<file path="src/rtl/apb_pkg.sv">
// +----------------------------------------------------------------------------+
// | apb_pkg: shared APB state encodings, GPIO register map and width defaults   |
// | Revision: 1.0                                                               |
// +----------------------------------------------------------------------------+
`default_nettype none

package apb_pkg;

  typedef enum logic [1:0] {
    APB_IDLE   = 2'b00,
    APB_SETUP  = 2'b01,
    APB_ACCESS = 2'b11
  } apb_state_t;

  localparam int APB_ADDR_WIDTH = 32;
  localparam int APB_DATA_WIDTH = 32;

  localparam logic [APB_ADDR_WIDTH-1:0] GPIO_DATA_ADDR = 32'h0000_0000;
  localparam logic [APB_ADDR_WIDTH-1:0] GPIO_CTRL_ADDR = 32'h0000_0001;

  // A disabled watchdog (limit 0) still needs a 1-bit counter to be legal.
  function automatic int apb_cnt_width(input int limit);
    return (limit < 1) ? 1 : $clog2(limit + 1);
  endfunction

endpackage

`default_nettype wire

</file>
<file path="src/rtl/apb_wait_timer.sv">
// +----------------------------------------------------------------------------+
// | apb_wait_timer: wait-state counter for the APB watchdog, expires at LIMIT  |
// | Revision: 1.0                                                               |
// +----------------------------------------------------------------------------+
`default_nettype none

module apb_wait_timer #(
  parameter int LIMIT     = 16,
  parameter int CNT_WIDTH = 5
) (
  input  logic clk,
  input  logic rst,
  input  logic i_clear,
  input  logic i_enable,
  output logic o_expired
);

  generate
    if (LIMIT > 0) begin : g_timer
      localparam logic [CNT_WIDTH-1:0] c_limit = CNT_WIDTH'(LIMIT);
      logic [CNT_WIDTH-1:0] r_count;

      // Holds at the limit; the bridge aborts on that same cycle anyway.
      always_ff @(posedge clk) begin
        if (rst || i_clear) begin
          r_count <= '0;
        end else if (i_enable && (r_count != c_limit)) begin
          r_count <= r_count + CNT_WIDTH'(1);
        end
      end

      assign o_expired = (r_count == c_limit);
    end else begin : g_no_timer
      logic w_unused_inputs;
      assign w_unused_inputs = ^{clk, rst, i_clear, i_enable};
      assign o_expired       = 1'b0;
    end
  endgenerate

endmodule

`default_nettype wire

</file>
<file path="src/rtl/apb_master_bridge.sv">
// +----------------------------------------------------------------------------+
// | apb_master_bridge: valid/ready command to APB initiator with watchdog      |
// | Revision: 1.0                                                               |
// +----------------------------------------------------------------------------+
`default_nettype none

module apb_master_bridge
  import apb_pkg::*;
#(
  parameter int ADDR_WIDTH     = APB_ADDR_WIDTH,
  parameter int DATA_WIDTH     = APB_DATA_WIDTH,
  parameter int TIMEOUT_CYCLES = 16,
  parameter int CNT_WIDTH      = apb_cnt_width(TIMEOUT_CYCLES)
) (
  input  logic                    PCLK,
  input  logic                    PRESETn,
  input  logic                    cmd_valid,
  output logic                    cmd_ready,
  input  logic                    cmd_write,
  input  logic [ADDR_WIDTH-1:0]   cmd_addr,
  input  logic [DATA_WIDTH-1:0]   cmd_wdata,
  input  logic [DATA_WIDTH/8-1:0] cmd_strb,
  output logic                    rsp_valid,
  input  logic                    rsp_ready,
  output logic [DATA_WIDTH-1:0]   rsp_rdata,
  output logic                    rsp_err,
  output logic                    rsp_timeout,
  output logic [ADDR_WIDTH-1:0]   PADDR,
  output logic                    PWRITE,
  output logic                    PSEL,
  output logic                    PENABLE,
  output logic [DATA_WIDTH-1:0]   PWDATA,
  output logic [DATA_WIDTH/8-1:0] PSTRB,
  input  logic [DATA_WIDTH-1:0]   PRDATA,
  input  logic                    PREADY,
  input  logic                    PSLVERR,
  output logic [1:0]              State
);

  apb_state_t                r_state, w_next_state;
  logic [ADDR_WIDTH-1:0]     r_paddr;
  logic                      r_pwrite;
  logic [DATA_WIDTH-1:0]     r_pwdata;
  logic [DATA_WIDTH/8-1:0]   r_pstrb;
  logic                      r_rsp_valid, r_rsp_err, r_rsp_timeout;
  logic [DATA_WIDTH-1:0]     r_rsp_rdata;
  logic                      w_accept, w_complete, w_abort, w_expired;
  logic                      w_timer_clear, w_timer_enable;

  always_ff @(posedge PCLK) begin
    if (PRESETn) begin
      r_state <= APB_IDLE;
    end else begin
      r_state <= w_next_state;
    end
  end

  always_comb begin
    w_next_state   = r_state;
    w_accept       = cmd_valid && (r_state == APB_IDLE) && !r_rsp_valid;
    w_complete     = (r_state == APB_ACCESS) && PREADY;
    w_abort        = (r_state == APB_ACCESS) && !PREADY && w_expired;
    w_timer_clear  = (r_state == APB_SETUP);
    w_timer_enable = (r_state == APB_ACCESS) && !PREADY;
    case (r_state)
      APB_IDLE:   if (w_accept) w_next_state = APB_SETUP;
      APB_SETUP:  w_next_state = APB_ACCESS;
      APB_ACCESS: if (w_complete || w_abort) w_next_state = APB_IDLE;
      default:    w_next_state = APB_IDLE;
    endcase
  end

  apb_wait_timer #(
    .LIMIT     (TIMEOUT_CYCLES),
    .CNT_WIDTH (CNT_WIDTH)
  ) u_wait_timer (
    .clk       (PCLK),
    .rst       (PRESETn),
    .i_clear   (w_timer_clear),
    .i_enable  (w_timer_enable),
    .o_expired (w_expired)
  );

  // Bus fields load only on accept, so they stay stable through SETUP/ACCESS.
  always_ff @(posedge PCLK) begin
    if (PRESETn) begin
      r_paddr       <= '0;
      r_pwrite      <= 1'b0;
      r_pwdata      <= '0;
      r_pstrb       <= '0;
      r_rsp_valid   <= 1'b0;
      r_rsp_err     <= 1'b0;
      r_rsp_timeout <= 1'b0;
      r_rsp_rdata   <= '0;
    end else begin
      if (w_accept) begin
        r_paddr  <= cmd_addr;
        r_pwrite <= cmd_write;
        r_pwdata <= cmd_wdata;
        r_pstrb  <= cmd_write ? cmd_strb : '0;
      end
      if (w_complete) begin
        r_rsp_valid   <= 1'b1;
        r_rsp_err     <= PSLVERR;
        r_rsp_timeout <= 1'b0;
        r_rsp_rdata   <= r_pwrite ? '0 : PRDATA;
      end else if (w_abort) begin
        r_rsp_valid   <= 1'b1;
        r_rsp_err     <= 1'b1;
        r_rsp_timeout <= 1'b1;
        r_rsp_rdata   <= '0;
      end else if (r_rsp_valid && rsp_ready) begin
        r_rsp_valid   <= 1'b0;
      end
    end
  end

  assign cmd_ready   = (r_state == APB_IDLE) && !r_rsp_valid;
  assign PSEL        = (r_state == APB_SETUP) || (r_state == APB_ACCESS);
  assign PENABLE     = (r_state == APB_ACCESS);
  assign PADDR       = r_paddr;
  assign PWRITE      = r_pwrite;
  assign PWDATA      = r_pwdata;
  assign PSTRB       = r_pstrb;
  assign rsp_valid   = r_rsp_valid;
  assign rsp_err     = r_rsp_err;
  assign rsp_timeout = r_rsp_timeout;
  assign rsp_rdata   = r_rsp_rdata;
  assign State       = r_state;

endmodule

`default_nettype wire

</file>
<file path="config.mk">
export PLATFORM = sky130hd
export DESIGN_NAME = apb_master_bridge
export DESIGN_NICKNAME = d
export VERILOG_FILES = /design/src/rtl/apb_pkg.sv /design/src/rtl/apb_wait_timer.sv /design/src/rtl/apb_master_bridge.sv
export SDC_FILE = /design/constraint.sdc
export NUM_CORES = 1
export LEC_CHECK = 0
export CORE_MARGIN = 1.5
export CORE_UTILIZATION = 33
export CTS_BUF_LIST = sky130_fd_sc_hd__clkbuf_16
export DETAILED_ROUTE_END_ITERATION = 16
export HOLD_SLACK_MARGIN = 0.05
export PLACE_DENSITY = 0.69
export SYNTH_ARGS = -nofsm -noshare
export SYNTH_HDL_FRONTEND = slang
export SYNTH_SLANG_ARGS = --single-unit
</file>
<file path="constraint.sdc">
create_clock -name PCLK -period 1.4 [get_ports PCLK]
set_input_delay 0.28 -clock PCLK [delete_from_list [all_inputs] [get_ports PCLK]]
set_output_delay 0.28 -clock PCLK [all_outputs]
set_load 0.05 [all_outputs]
</file>
**Word-level counts from Yosys, hierarchy flattened**

Index checks and enable logic that the tools add are counted.
Widths: inputs -> output; s select.

- Register bits after elaboration: 111
- Logic and storage cells: 47

- Eq/ne operators: 6
- Multiplexer cells: 12
- Reduce and logical (&&, ||, !) cells: 18
- $add $sub $neg: 1

Operators with widths:

| kind | count |
|---|---|
| $mux 32 | 3 |
| $logic_and 1x1->1 | 8 |
| $pmux 2 s3 | 1 |
| $add 5x1->5 const B | 1 |
| $eq 5x5->1 const B | 1 |
| $mux 1 | 5 |
| $ne 5x5->1 const B | 1 |
| $mux 2 | 2 |
| $mux 4 | 1 |
| $logic_or 1x1->1 | 3 |
| $reduce_bool 3->1 | 1 |
| $eq 2x1->1 const B | 1 |
| $eq 2x2->1 const B | 1 |
| $logic_not 1->1 | 2 |
| $logic_not 2->1 | 1 |
| $ne 2x1->1 const B | 1 |
| $ne 2x2->1 const B | 1 |
| $reduce_and 2->1 | 1 |
| $reduce_bool 2->1 | 1 |
| $reduce_or 2->1 | 1 |

**Depth between registers and ports, before layout**

- Word-level depth: 6
- Depth in mapped cells: 7
- Gate-level depth less buffers: 5

**By module**

From an unflattened synthesis, not the netlist that was laid out.

- Cells, all modules: 428
- Area, all modules: 3,918.8 um2

Modules (own cells, without submodules):

| module | area an instance (um2) | cells each | instances |
|---|---|---|---|
| apb_master_bridge | 3,637.2 | 399 | 1 |
| apb_wait_timer | 281.5 | 29 | 1 |

**Worst setup path before layout**

No wires, ideal clock.

- Path kind: register to output
- Start: register r_state[1] (netlist: State[1])
- End: output cmd_ready
- Setup slack: -0.759 ns
- Data required time: 1.120 ns
- Cell stages (with the launch flop): 3
- Arrival: 1.879 ns
- Cells stage by stage: dfxtp_1 clkbuf_1 nor3_1

- Word-level cells in the longest chain between the ends: 2

Ends and longest elaborated chain:

| what | line | source |
|---|---|---|
| start, declared | apb_master_bridge.sv:40 | `apb_state_t r_state, w_next_state;` |
| start signal, assigned | apb_master_bridge.sv:54 | `r_state <= w_next_state;` |
| $logic_not 2->1 | apb_master_bridge.sv:118 | `assign cmd_ready = (r_state == APB_IDLE) && !r_rsp_valid;` |
| $logic_and 1x1->1 | apb_master_bridge.sv:118 |  |
| end, declared | apb_master_bridge.sv:18 | `output logic cmd_ready,` |

No other way between the ends.

**Final worst setup path**

- Start: register r_state[0] (netlist: State[0])
- End: register r_paddr[13] (netlist: PADDR[13])

- Word-level cells in the longest chain between the ends: 3

Ends and longest elaborated chain:

| what | line | source |
|---|---|---|
| $logic_not 2->1 | apb_master_bridge.sv:60 | `w_accept = cmd_valid && (r_state == APB_IDLE) && !r_rsp_valid;` |
| $logic_and 1x1->1 (2 in a row) | apb_master_bridge.sv:60 |  |
| end signal, assigned | apb_master_bridge.sv:97 | `r_paddr <= cmd_addr;` |
| end, declared | apb_master_bridge.sv:41 | `logic [ADDR_WIDTH-1:0] r_paddr;` |

No other way between the ends.
A chain may end at the register's enable or synchronous reset.

==> flow_metrics.env <==
export IMPL_worstMarginPinSlew_ps=488
export IMPL_gp_congestion=0.806
export IMPL_pre_cts_ws_ps=-566
export IMPL_io_pins=216
export IMPL_fin_crit_ps=1620
export IMPL_cp_cell_sequence="buf_12 > nor4b_4 > buf_6 > buf_12 > buf_12 > clkbuf_16 > nand2_4 > a21oi_2"
export IMPL_grt_first_pass_wirelength_um=22300
export IMPL_viasPerCell=5.16
export IMPL_finClkSkew_ps=5.73
export IMPL_drv_slew=0
export IMPL_finalHoldViolCount=0
export IMPL_ys_ff_latch=111
export IMPL_die_area_sq_mm=0.0125
export IMPL_irDropWorstVdd_mv=1.08
export IMPL_grt_max_degree=33
export IMPL_critPathMaxStageDelay_ps=370
export IMPL_worst_r2r_setup_slack_ps=-220
export IMPL_clk_pin_slew_ps=70
export IMPL_avgSynthCellArea_sq_um=8.98
export IMPL_synth_compound_gate_area_share=0.195
export IMPL_holdBufCountCts=0
export IMPL_avgRoutedWirePerCell_um=20.7
export IMPL_fmax_ghz=0.616
export IMPL_io_buffers=215
export IMPL_arrival_ps=1920
export IMPL_min_path_cells=3
export IMPL_synth_cells=435
export IMPL_crit_required_ps=1690
export IMPL_critPathBufInv=5
export IMPL_via_count=4324
export IMPL_setup_ws_ps=-224
export IMPL_finish_utilization=0.829
export IMPL_clk_path_buf_depth=2
export IMPL_relSlewSlack=0.675
export IMPL_die_h_um=112
export IMPL_reg2reg_from="State[0]"
export IMPL_area_growth_pct=143
export IMPL_drv_cap=0
export IMPL_p_per_area_mw_per_mm2=1010
export IMPL_final_area_sq_mm=0.00950
export IMPL_antenna_found_initial=0
export IMPL_totalWireLength_um=17300
export IMPL_r2r_end="PADDR[13]"
export IMPL_fin_crit_sh=1.16
export IMPL_grt_use_total=0.228
export IMPL_synthSimpleGateAreaFrac=0.169
export IMPL_hold_path_class="in -> reg"
export IMPL_rows=39
export IMPL_cts_tree="yes"
export IMPL_ys_types=31
export IMPL_crit_slowest_cell="dfxtp_4"
export IMPL_end_kind="flip-flop"
export IMPL_min_delay_start="cmd_addr[10]"
export IMPL_start_kind="flip-flop"
export IMPL_synthMuxAreaShare=0.0102
export IMPL_path_max_fanout=5
export IMPL_n_antenna_cell=0
export IMPL_status="complete, but fails checks"
export IMPL_critPathMostFrequentCell="buf_12"
export IMPL_grt_pass1_vias=4201
export IMPL_hpwl_um=9470
export IMPL_rsz0062_at_grt="true"
export IMPL_ys_warn_count=0
export IMPL_ant_nets=0
export IMPL_power_uw=9560
export IMPL_grt_overflow_total=0
export IMPL_synth_xor_area_frac=0
export IMPL_clock_sinks=111
export IMPL_violations="setup timing"
export IMPL_root_buffer="clkbuf_16"
export IMPL_drc=0
export IMPL_first_iter_violations=276
export IMPL_die_w_um=112
export IMPL_nets=799
export IMPL_coreArea_sq_mm=0.0115
export IMPL_cts_made_buffers=9
export IMPL_path_delay_family="buffers and inverters"
export IMPL_initial_core_util=0.341
export IMPL_r2r_cells=8
export IMPL_netlist_area_sq_mm=0.00391
export IMPL_setup_viol=113
export IMPL_yosysSeqAreaShare=0.569
export IMPL_crit_type="reg -> reg"
export IMPL_clk_latency_ps=360
export IMPL_p_leak_uw=0.00383
export IMPL_synth_top_family_by_area="compound AO/OA/AOI/OAI gates"
export IMPL_yosys_area_share_adder=0.00641
export IMPL_dr_pass1_iters=4
export IMPL_layout_drive_gt1_share=0.547
export IMPL_cts_htree_levels=3
export IMPL_min_to="PADDR[10]"
export IMPL_tns_ps=-16420
export IMPL_place_area_sq_mm=0.00746
export IMPL_synth_nets=544
-- placed cells by master (no fill, tap or decap), types with 3 or more instances in the layout --
master           Yosys  layout
clkbuf_16            0      17
buf_16               0       6
nand2_4              0      69
nand2_2              0      24
clkdlybuf4s50_1      0     104
buf_4                0      18
mux2i_1              4       4
a21oi_1             73       6
buf_6                2      12
nand2_1            136      42
a22o_1              32      32
nor4b_4              1       3
o211ai_1             5       5
dfxtp_4              0       3
buf_12               0     122
buf_8                0       6
inv_1                8       6
a21oi_2              0      67
a211o_1              3       3
dfxtp_1            111     106
nand3_2              0       4
-- per-layer routing --
metal / up-vias / track usage / wire (um)
met5: - / 0 / 0
met4: 0 / 0.0675 / 622
met3: 50 / 0.0866 / 1210
met2: 196 / 0.408 / 9230
met1: 2089 / 0.249 / 6260
li1: 1989 / - / -
-- through the flow --
step	hold WS, ps	cells
after floorplan	405	435
after global placement	476	781
after detailed placement	484	781
after CTS	454	822
after global routing	480	838
final	481	838
-- timing repair --
action,in CTS,in global routing
buffers inserted,17,12
setup endpoints to repair,113,114
gates cloned,10,11
pin swaps,18,122
resized for setup,59,248
-- layout make-up --
class / count / area [sq um]
flip-flops and latches: 111 / 2240
fillers: 636 / 1970
inverters: 8 / 33.8
clock buffers: 9 / 225
repair buffers: 278 / 4230
multi-input cells: 282 / 2510
well taps: 143 / 179
clock inverters: 7 / 87.6
-- cell families after synthesis --
kind of cell	Yosys count
compound gates	120
fa+ha+maj	2
buf+inv	43
flops	111
mux	4
simple gates	155
-- worst max path at each step --
stage	cells after the start	slack, ps	startpoint	to
4_1_cts	5	-160	rsp_valid	PWDATA[27]
6_report	8	-220	State[0]	PADDR[13]
3_3_place_gp	5	-540	cmd_valid	PWDATA[31]
2_1_floorplan	6	-160	State[1]	PSTRB[0]
5_1_grt	6	-270	u_wait_timer.g_timer.r_count[0]	rsp_rdata[9]
3_5_place_dp	5	-570	cmd_valid	PADDR[21]
-- registers in the layout (all words and copies together), names as in the netlist --
name	cells
PWRITE	1
u_wait_timer.g_timer.r_count	5
PWDATA	32
PADDR	32
rsp_err	1
State	2
rsp_timeout	1
rsp_valid	1
rsp_rdata	32
PSTRB	4
-- power by group --
group          switching, uW  internal (uW)  total [uW]
registers                222           3330        3550
logic                   1600           1670        3270
clock network           1180           1560        2740
total                   3010           6550        9560
-- worst reg2reg max path: stages (launching register included) --
cell and delay [ps]:
dfxtp_4 370, buf_12 140, nor4b_4 280, buf_6 170, buf_12 110, buf_12 130, clkbuf_16 160, nand2_4 50
a21oi_2 140
-- synthesized netlist by cell type, drive strengths merged --
library cell,instances,area [sq um]
nor4b,3,47.5
and4b,1,10.0
clkbuf,18,68.8
o22ai,1,6.26
a211o,3,26.3
or2,2,12.5
o21ai,1,5.00
o32ai,1,8.76
nand2,136,510
o31ai,1,7.51
or4b,1,10.0
a21oi,73,365
buf,17,97.6
nor3b,1,7.51
a221oi,1,8.76
a211oi,2,15.0
nor4bb,1,10.0
a22o,32,280
nand3,6,30.0
mux2i,4,40.0
ha,2,25.0
or4,1,7.51
nand2b,1,6.26
o211ai,5,37.5
inv,8,30.0
dfxtp,111,2220
nor3,2,10.0
(Power assumes the default switching activity.)
